==> src/rtl/gaussian_stream_ctrl_pkg.sv <==
// -----------------------------------------------------------------------------
// gauss_pkg
// Shared definitions for the Gaussian blur stream controller slice:
//   - state_t      : frame sequencer state encoding
//   - IMG_*_DEFAULT: default frame geometry (must match the filter line buffer)
//   - TAPS/BORDER  : kernel length and the resulting border trim
//   - window_primed: true once a 5x5 window ending at (col,row) is fully filled
// -----------------------------------------------------------------------------
package gauss_pkg;

  typedef enum logic [1:0] {
    IDLE  = 2'd0,
    CLEAR = 2'd1,
    RUN   = 2'd2,
    DRAIN = 2'd3
  } state_t;

  localparam int IMG_W_DEFAULT = 400;
  localparam int IMG_H_DEFAULT = 300;
  localparam int TAPS          = 5;
  localparam int BORDER        = (TAPS - 1) / 2;

  // The window whose bottom-right sample is (col,row) covers columns
  // col-(TAPS-1)..col and rows row-(TAPS-1)..row; it is only complete once
  // both coordinates have advanced at least TAPS-1 samples into the frame.
  function automatic logic window_primed(input int unsigned col,
                                         input int unsigned row);
    return (col >= 32'(TAPS - 1)) && (row >= 32'(TAPS - 1));
  endfunction

endpackage

==> src/rtl/gaussian_stream_ctrl_raster_counter.sv <==
// -----------------------------------------------------------------------------
// raster_counter
// Column/row position of the next pixel to be accepted in a raster frame.
// Ports:
//   Clk, Reset  : clock, asynchronous active-high reset
//   clear       : synchronous return to (0,0) at frame start
//   advance     : one pixel accepted this cycle
//   col, row    : position of the pixel being presented this cycle
//   last_pixel  : (col,row) is the final pixel of the frame
//   primed      : the filter window ending at (col,row) is fully populated
// -----------------------------------------------------------------------------
module raster_counter
  import gauss_pkg::*;
#(
  parameter int W  = IMG_W_DEFAULT,
  parameter int H  = IMG_H_DEFAULT,
  parameter int XW = $clog2(W),
  parameter int YW = $clog2(H)
) (
  input  logic          Clk,
  input  logic          Reset,
  input  logic          clear,
  input  logic          advance,
  output logic [XW-1:0] col,
  output logic [YW-1:0] row,
  output logic          last_pixel,
  output logic          primed
);

  localparam logic [XW-1:0] COL_LAST = XW'(W - 1);
  localparam logic [YW-1:0] ROW_LAST = YW'(H - 1);
  localparam logic [XW-1:0] COL_ONE  = XW'(1);
  localparam logic [YW-1:0] ROW_ONE  = YW'(1);

  logic [XW-1:0] col_r;
  logic [YW-1:0] row_r;
  logic          col_wrap_s;
  logic          row_last_s;

  assign col_wrap_s = (col_r == COL_LAST);
  assign row_last_s = (row_r == ROW_LAST);

  // Raster position: column wraps at end of line, row steps on each wrap.
  // Row holds on the final line; the sequencer leaves RUN there and the
  // next frame start clears both counters.
  always_ff @(posedge Clk or posedge Reset) begin
    if (Reset) begin
      col_r <= {XW{1'b0}};
      row_r <= {YW{1'b0}};
    end else if (clear) begin
      col_r <= {XW{1'b0}};
      row_r <= {YW{1'b0}};
    end else if (advance) begin
      if (col_wrap_s) begin
        col_r <= {XW{1'b0}};
        if (!row_last_s) begin
          row_r <= row_r + ROW_ONE;
        end
      end else begin
        col_r <= col_r + COL_ONE;
      end
    end
  end

  assign col        = col_r;
  assign row        = row_r;
  assign last_pixel = col_wrap_s & row_last_s;
  assign primed     = window_primed(32'(col_r), 32'(row_r));

endmodule

==> src/rtl/gaussian_stream_ctrl.sv <==
// -----------------------------------------------------------------------------
// gaussian_stream_ctrl
// Frame sequencer for the separable 5-tap Gaussian blur. Accepts a raster
// pixel stream, advances the external filter only on accepted pixels, drops
// outputs whose 5x5 window is incomplete and registers the rest together
// with their centre coordinates.
// Ports:
//   Clk, Reset          : clock, asynchronous active-high reset
//   start               : arms a new frame (honoured only when idle)
//   busy                : sequencer is not idle
//   frame_done          : pulse when the last output of the frame has left
//   in_pixel/valid/ready: source stream handshake
//   filt_din/en/clr     : filter data, clock enable and synchronous clear
//   filt_dout           : combinational filter result for filt_din
//   out_pixel/x/y/last  : blurred pixel, its centre column/row, end-of-frame
//   out_valid/ready     : downstream handshake
// -----------------------------------------------------------------------------
module gaussian_stream_ctrl
  import gauss_pkg::*;
#(
  parameter  int IMG_W = IMG_W_DEFAULT,
  parameter  int IMG_H = IMG_H_DEFAULT,
  localparam int XW    = $clog2(IMG_W),
  localparam int YW    = $clog2(IMG_H)
) (
  input  logic          Clk,
  input  logic          Reset,
  input  logic          start,
  output logic          busy,
  output logic          frame_done,
  input  logic [7:0]    in_pixel,
  input  logic          in_valid,
  output logic          in_ready,
  output logic [7:0]    filt_din,
  output logic          filt_en,
  output logic          filt_clr,
  input  logic [7:0]    filt_dout,
  output logic [7:0]    out_pixel,
  output logic [XW-1:0] out_x,
  output logic [YW-1:0] out_y,
  output logic          out_last,
  output logic          out_valid,
  input  logic          out_ready
);

  // The filter output for the pixel at (col,row) is the window whose
  // bottom-right corner is that pixel; its centre sits BORDER samples back.
  localparam logic [XW-1:0] X_TRIM = XW'(BORDER);
  localparam logic [YW-1:0] Y_TRIM = YW'(BORDER);

  state_t        state_r;
  state_t        state_s;
  logic          frame_done_s;
  logic          in_ready_s;
  logic          acc_s;
  logic          keep_s;
  logic          ctr_clear_s;

  logic [XW-1:0] col_s;
  logic [YW-1:0] row_s;
  logic          last_pixel_s;
  logic          primed_s;

  logic [7:0]    out_pixel_r;
  logic [XW-1:0] out_x_r;
  logic [YW-1:0] out_y_r;
  logic          out_last_r;
  logic          out_valid_r;

  // A new pixel may only be taken while the output register is free or is
  // being emptied in the same cycle, so a kept result never overwrites an
  // unconsumed one.
  assign in_ready_s  = (state_r == RUN) & (~out_valid_r | out_ready);
  assign acc_s       = in_valid & in_ready_s;
  assign keep_s      = acc_s & primed_s;
  assign ctr_clear_s = (state_r == CLEAR);

  raster_counter #(
    .W  (IMG_W),
    .H  (IMG_H),
    .XW (XW),
    .YW (YW)
  ) u_raster_counter (
    .Clk        (Clk),
    .Reset      (Reset),
    .clear      (ctr_clear_s),
    .advance    (acc_s),
    .col        (col_s),
    .row        (row_s),
    .last_pixel (last_pixel_s),
    .primed     (primed_s)
  );

  // Sequencer state register.
  always_ff @(posedge Clk or posedge Reset) begin
    if (Reset) begin
      state_r <= IDLE;
    end else begin
      state_r <= state_s;
    end
  end

  // Sequencer next state and frame completion pulse.
  always_comb begin
    state_s      = state_r;
    frame_done_s = 1'b0;
    case (state_r)
      IDLE: begin
        if (start) begin
          state_s = CLEAR;
        end else begin
          state_s = IDLE;
        end
      end
      CLEAR: begin
        state_s = RUN;
      end
      RUN: begin
        if (acc_s && last_pixel_s) begin
          state_s = DRAIN;
        end else begin
          state_s = RUN;
        end
      end
      DRAIN: begin
        // The frame is finished once the final result is gone (or was never
        // held); signal it in the same cycle it is taken downstream.
        if (!out_valid_r || out_ready) begin
          frame_done_s = 1'b1;
          state_s      = IDLE;
        end else begin
          state_s = DRAIN;
        end
      end
      default: begin
        state_s = IDLE;
      end
    endcase
  end

  // Output register: load a primed window result, otherwise retire the held
  // result once downstream takes it; data holds while stalled.
  always_ff @(posedge Clk or posedge Reset) begin
    if (Reset) begin
      out_pixel_r <= 8'd0;
      out_x_r     <= {XW{1'b0}};
      out_y_r     <= {YW{1'b0}};
      out_last_r  <= 1'b0;
      out_valid_r <= 1'b0;
    end else if (keep_s) begin
      out_pixel_r <= filt_dout;
      out_x_r     <= col_s - X_TRIM;
      out_y_r     <= row_s - Y_TRIM;
      out_last_r  <= last_pixel_s;
      out_valid_r <= 1'b1;
    end else if (out_ready) begin
      out_valid_r <= 1'b0;
    end
  end

  assign busy       = (state_r != IDLE);
  assign frame_done = frame_done_s;
  assign in_ready   = in_ready_s;
  assign filt_din   = in_pixel;
  assign filt_en    = acc_s;
  // Reset clears the filter asynchronously to the sequencer so no stale
  // line-buffer content survives an aborted frame.
  assign filt_clr   = Reset | ctr_clear_s;
  assign out_pixel  = out_pixel_r;
  assign out_x      = out_x_r;
  assign out_y      = out_y_r;
  assign out_last   = out_last_r;
  assign out_valid  = out_valid_r;

endmodule

==> config.mk <==
export PLATFORM = sky130hd
export DESIGN_NAME = gaussian_stream_ctrl
export DESIGN_NICKNAME = d
export VERILOG_FILES = /design/src/rtl/gaussian_stream_ctrl_pkg.sv /design/src/rtl/gaussian_stream_ctrl_raster_counter.sv /design/src/rtl/gaussian_stream_ctrl.sv
export SDC_FILE = /design/constraint.sdc
export NUM_CORES = 1
export LEC_CHECK = 0
export CAP_MARGIN = 40
export CORE_MARGIN = 10
export CORE_UTILIZATION = 44
export CTS_CLUSTER_SIZE = 8
export DETAILED_ROUTE_END_ITERATION = 12
export PLACE_DENSITY = 0.72
export SKIP_CTS_REPAIR_TIMING = 1
export SYNTH_ARGS = -nofsm -noshare
export SYNTH_HDL_FRONTEND = slang
export SYNTH_HIERARCHICAL = 1
export SYNTH_SLANG_ARGS = --single-unit
==> constraint.sdc <==
create_clock -name Clk -period 5.1 [get_ports Clk]
set_clock_uncertainty 0.15 [all_clocks]
set_input_delay 0.51 -clock Clk [delete_from_list [all_inputs] [get_ports Clk]]
set_output_delay 0.51 -clock Clk [all_outputs]
set_load 0.005 [all_outputs]
After elaboration in Yosys (flattened, before gate mapping)
Cells that the tools add are included.
- flip-flop bits (word level): 48
- input bits: 21
- logic and storage cells: 52
- add/subtract/negate cells: 4
- $lt $le $gt $ge: 2
- eq/ne operators: 6
- multiplexer cells: 15
- bitwise operators: 7
- reductions and logical operators: 10
- operators by type and width (operator ; count):
    2-to-1 mux 9 bit ; 7
    adder 9 x 1 -> 9 bit, second input constant ; 2
    equality test 9 bit, second input constant ; 2
    greater-or-equal comparator 9 x 3 -> 1 bit, second input constant ; 2
    subtractor 9 x 2 -> 9 bit, second input constant ; 2
    one-hot mux 2 bit (4 select lines) ; 1
    nonzero test 2 bit ; 4
    2-to-1 mux 1 bit ; 6
    AND 1 bit ; 4
    equality test 2 bit, second input constant ; 2
    AND reduction 3 bit ; 1
    equality test 2 x 1 -> 1 bit, second input constant ; 1
    logical AND 1 bit ; 2
    logical NOT 2 bit ; 1
    2-to-1 mux 2 bit ; 1
    inequality test 2 bit, second input constant ; 1
    OR 1 bit ; 2
    logical NOT 1 bit ; 1
    logical OR 1 bit ; 1
    inverter 1 bit ; 1

Longest topological paths before layout
- depth in word-level cells: 7
- mapped depth: 11
- depth with buffers taken out: 7

Hierarchy
The synthesis kept the hierarchy.
- by module, submodules not included (module ; times used ; cells each ; area an instance (um^2) ; seq. area each (um^2)):
    gaussian_stream_ctrl ; 1 ; 134 ; 1490.2 ; 750.7
    raster_counter ; 1 ; 113 ; 1044.8 ; 450.4

Least setup slack after synthesis
OpenSTA, ideal clock, no wires.
- path type: input-to-reg
- from: in out_ready
- to: reg u_raster_counter.row_r[4], in the netlist u_raster_counter/row[4]
- data arrival time: 3.011 ns
- path slack: 1.861 ns
- cell stages on the path: 11
- buffers on the path: 4
- cells stage by stage: nand2b_1 -> clkbuf_1 -> clkbuf_1 -> nand2_1 -> nor3b_1 -> clkbuf_1 -> nand4_1 -> or3_1 -> buf_2 -> or4_1 -> a21oi_1
- word-level cells in the longest chain between the ends: 5
- RTL lines (element ; line ; RTL):
    from (decl) ; gaussian_stream_ctrl.sv:43 ; input logic out_ready
    OR 1 bit ; gaussian_stream_ctrl.sv:73 ; assign in_ready_s = (state_r == RUN) & (~out_valid_r | out_ready);
    AND 1 bit ; gaussian_stream_ctrl.sv:73 ;
    AND 1 bit ; gaussian_stream_ctrl.sv:74 ; assign acc_s = in_valid & in_ready_s;
    named net filt_en ; gaussian_stream_ctrl.sv:35 ; output logic filt_en,
    nonzero test 2 bit (no line) ; -- ;
    AND reduction 3 bit (no line) ; -- ;
    to (signal assigned) ; gaussian_stream_ctrl_raster_counter.sv:49 ; row_r <= {YW{1'b0}};
    to (signal assigned) ; gaussian_stream_ctrl_raster_counter.sv:52 ; row_r <= {YW{1'b0}};
    to (signal assigned) ; gaussian_stream_ctrl_raster_counter.sv:57 ; row_r <= row_r + ROW_ONE;
    to (decl) ; gaussian_stream_ctrl_raster_counter.sv:36 ; logic [YW-1:0] row_r;
The timed path passes the listed nets, and every way through them passes these cells.
A chain may end at the register's enable or synchronous reset.

Worst setup path in the final report
- from: in out_ready
- to: reg u_raster_counter.row_r[4], in the netlist u_raster_counter/row[4]
- word-level cells in the longest chain between the ends: 5
- RTL lines (element ; line):
    OR 1 bit ; gaussian_stream_ctrl.sv:73
    AND 1 bit ; gaussian_stream_ctrl.sv:73
    AND 1 bit ; gaussian_stream_ctrl.sv:74
    nonzero test 2 bit (no line) ; --
    AND reduction 3 bit (no line) ; --
Every way passes these cells.

==> results.yml <==
logic_synthesis:
  synthArstFlopShare: 1.00
  ys_warn_count: 6
  synthFlopType: "dfrtp_1"
  yosysSeqAreaShare: 0.474
  synth_edf_count: 0
  ys_top_cells_by_count: "48 x dfrtp_1, 19 x a31oi_1, 18 x mux2_2"
  synth_nets: 274
  synth_area_leader_cell: "dfrtp_1"
  synth.ff_latch_count: 48
  synth_cell_types: 41
  yosysTopAreaCellShare: 0.474
  syn_area_um2: 2530
  synth_area_per_cell_um2: 10.3
  synthCells: 247
  synth_area_leaders: "dfrtp_1 47%, mux2_2 8.0%, a31oi_1 4.7%, ha_1 3.0%, nor2_1 2.5%"
  synth_most_common_cell: "dfrtp_1"
grt:
  grt_pass1_vias: 1913
  grt_pass1_wl_mm: 9.37
  grt_overflow: 0
  grt_max_degree: 31
  track_usage: 0.125
  antenna_found_initial: 0
final_layout:
  syn_to_final_growth_pct: 21.2
  final_cells: 355
  layout.nets: 310
  layout-drive-gt1-share: 0.138
  final_cell_area_um2: 3070
  n_antenna_cell: 0
pwr:
  p_total_mw: 1.31
  power.leakage_nw: 1.25
  ir_worst_vdd_mv: 0.195
  power_density_nw_per_um2: 426
floorplanning:
  die-area_um2: 9200
  die_w_um: 95.9
  placeableCoreArea_um2: 5540
  die_h_um: 95.9
  fp-row-count: 27
  ios: 62
  initial_core_util: 0.458
sta:
  holdWs_ns: 0.358
  setup-tns-final_ns: 0
  setup_viol_count_final: 0
  fin_crit_sh: 0.652
  tightest_slew_ns: 0.702
  finalMaxSlewViolations: 0
  relSlewSlack: 0.531
  period_minus_slack_ns: 3.32
  rsz0062_at_grt: "false"
  fmaxAchievable_mhz: 301
  final_hold_viol_count: 0
placement:
  place_congestion: 0.805
  hpwlAfterDp_mm: 4.24
  port_buffers: 45
  place_area_um2: 3000
  placed_cells: 348
clock_network:
  htree_levels: 2
  clk_latency_ns: 0.30
  cts_buffers: 5
  cts_root_buffer: "clkbuf_8"
  cts_tree: "done"
  clkTransAtPathRegs_ns: 0.08
  cts_max_path_buffers: 2
  cts_sinks: 48
worst_setup_path:
  reg2reg_depth: 8
  worst_path_max_delay_cell: "or4_1"
  cp-start-kind: "input pin"
  critPathKind: "in -> reg"
  r2r_slack_ns: 2.10
  cp_cell_sequence: "clkdlybuf4s50_1 -> nand2b_1 -> nand2_1 -> nor3b_1 -> buf_4 -> nand4_1 -> or3_1 -> or4_1 -> a21oi_1"
  required_ns: 5.17
  cp-startpoint: "out_ready"
  critical_path_arrival_ns: 3.40
  max_stage_delay_ns: 0.54
  critPathMaxFanout: 16
  reg2reg_to: "u_raster_counter/row[4]"
  cp_top_family: "simple AND/OR/NAND/NOR gates"
  cp_num_cells: 9
  cp-end-kind: "flip-flop"
  path_buf_inv: 2
  r2r_start: "out_valid"
  worstSetupEndpoint: "u_raster_counter/row[4]"
route:
  drt_iter0_drc: 121
  antenna_left: 0
  drc_errors: 0
  routedWlPerCell_um: 16.0
  vias: 2007
  routed_via_density: 5.65
  routed_wl_mm: 5.67
  dr.pass1.iters: 4
outcome:
  status: "complete, no violations"
flow_run:
  timing.max_cap.violations: 0
min_path:
  min_path_type: "reg -> reg"
## kinds of logic after synthesis
kind of cell | share of synthesized area
multiplexers | 0.0879
flip-flops | 0.474
adder cells (fa/ha/maj) | 0.0296
XOR/XNOR | 0.0380
AO/OA/AOI/OAI | 0.113
buffers and inverters | 0.0642
AND/OR/NAND/NOR | 0.194
## layout by cell type, fill, tap and decap left out, drive strengths merged, types with 2 or more instances in the layout
cell	count
nand2	7
nor4	2
nand4	4
nand3	5
o21ai	7
a21oi	8
mux2i	2
xor2	4
nor3	9
inv	14
a31oi	19
or2	5
a311oi	2
or3	7
nor4b	3
dfrtp	48
nand2b	5
buf	4
ha	6
and3b	2
mux2	18
and3	3
nor2	17
o31ai	5
clkbuf	6
nor3b	2
clkdlybuf4s50	45
xnor2	7
or4	7
## area by class of cell
type	instances	area, um^2
clock buffers	6	72.6
clock inverters	1	5.00
fillers	523	2470
inverters	14	52.6
multi-input cells	165	1170
flip-flops and latches	48	1200
well taps	72	90.1
repair buffers	49	480
## routing by layer
layer  vias up  global-route usage  share of wire
li1        958                   -              -
met1       981               0.156           0.45
met2        66               0.204           0.47
met3         2              0.0374          0.079
met4         0              0.0381         0.0021
met5         -                   0              0
## state kept, by name, summed over array words and instances (netlist names)
register	flops
out_x	9
out_last	1
state_r	2
u_raster_counter/col	9
out_pixel	8
u_raster_counter/row	9
out_y	9
out_valid	1
## how the worst min path moves through the flow
| stage | start | end | depth (start not counted) |
|---|---|---|---|
| after floorplan | Reset | u_raster_counter/col[0] | 1 |
| after global placement | out_pixel[0] | out_pixel[0] | 1 |
| after detailed placement | out_y[1] | out_y[1] | 1 |
| after CTS | out_y[1] | out_y[1] | 1 |
| after global routing | out_x[0] | out_x[0] | 1 |
| final | out_y[1] | out_y[1] | 1 |
## per-stage QoR
stage	utilization	setup slack [ns]
3_5_place_dp	0.541	1.52
5_1_grt	0.555	1.52
2_1_floorplan	-	1.86
3_3_place_gp	0.541	1.62
6_report	0.555	1.78
4_1_cts	0.555	1.81
## where the power goes
part           switching [mW]  total (mW)  internal [mW]
sequential             0.0956       0.584          0.489
clock                   0.120       0.214         0.0934
combinational           0.205       0.511          0.305
No activity file was read; power rests on OpenSTA's default activity.
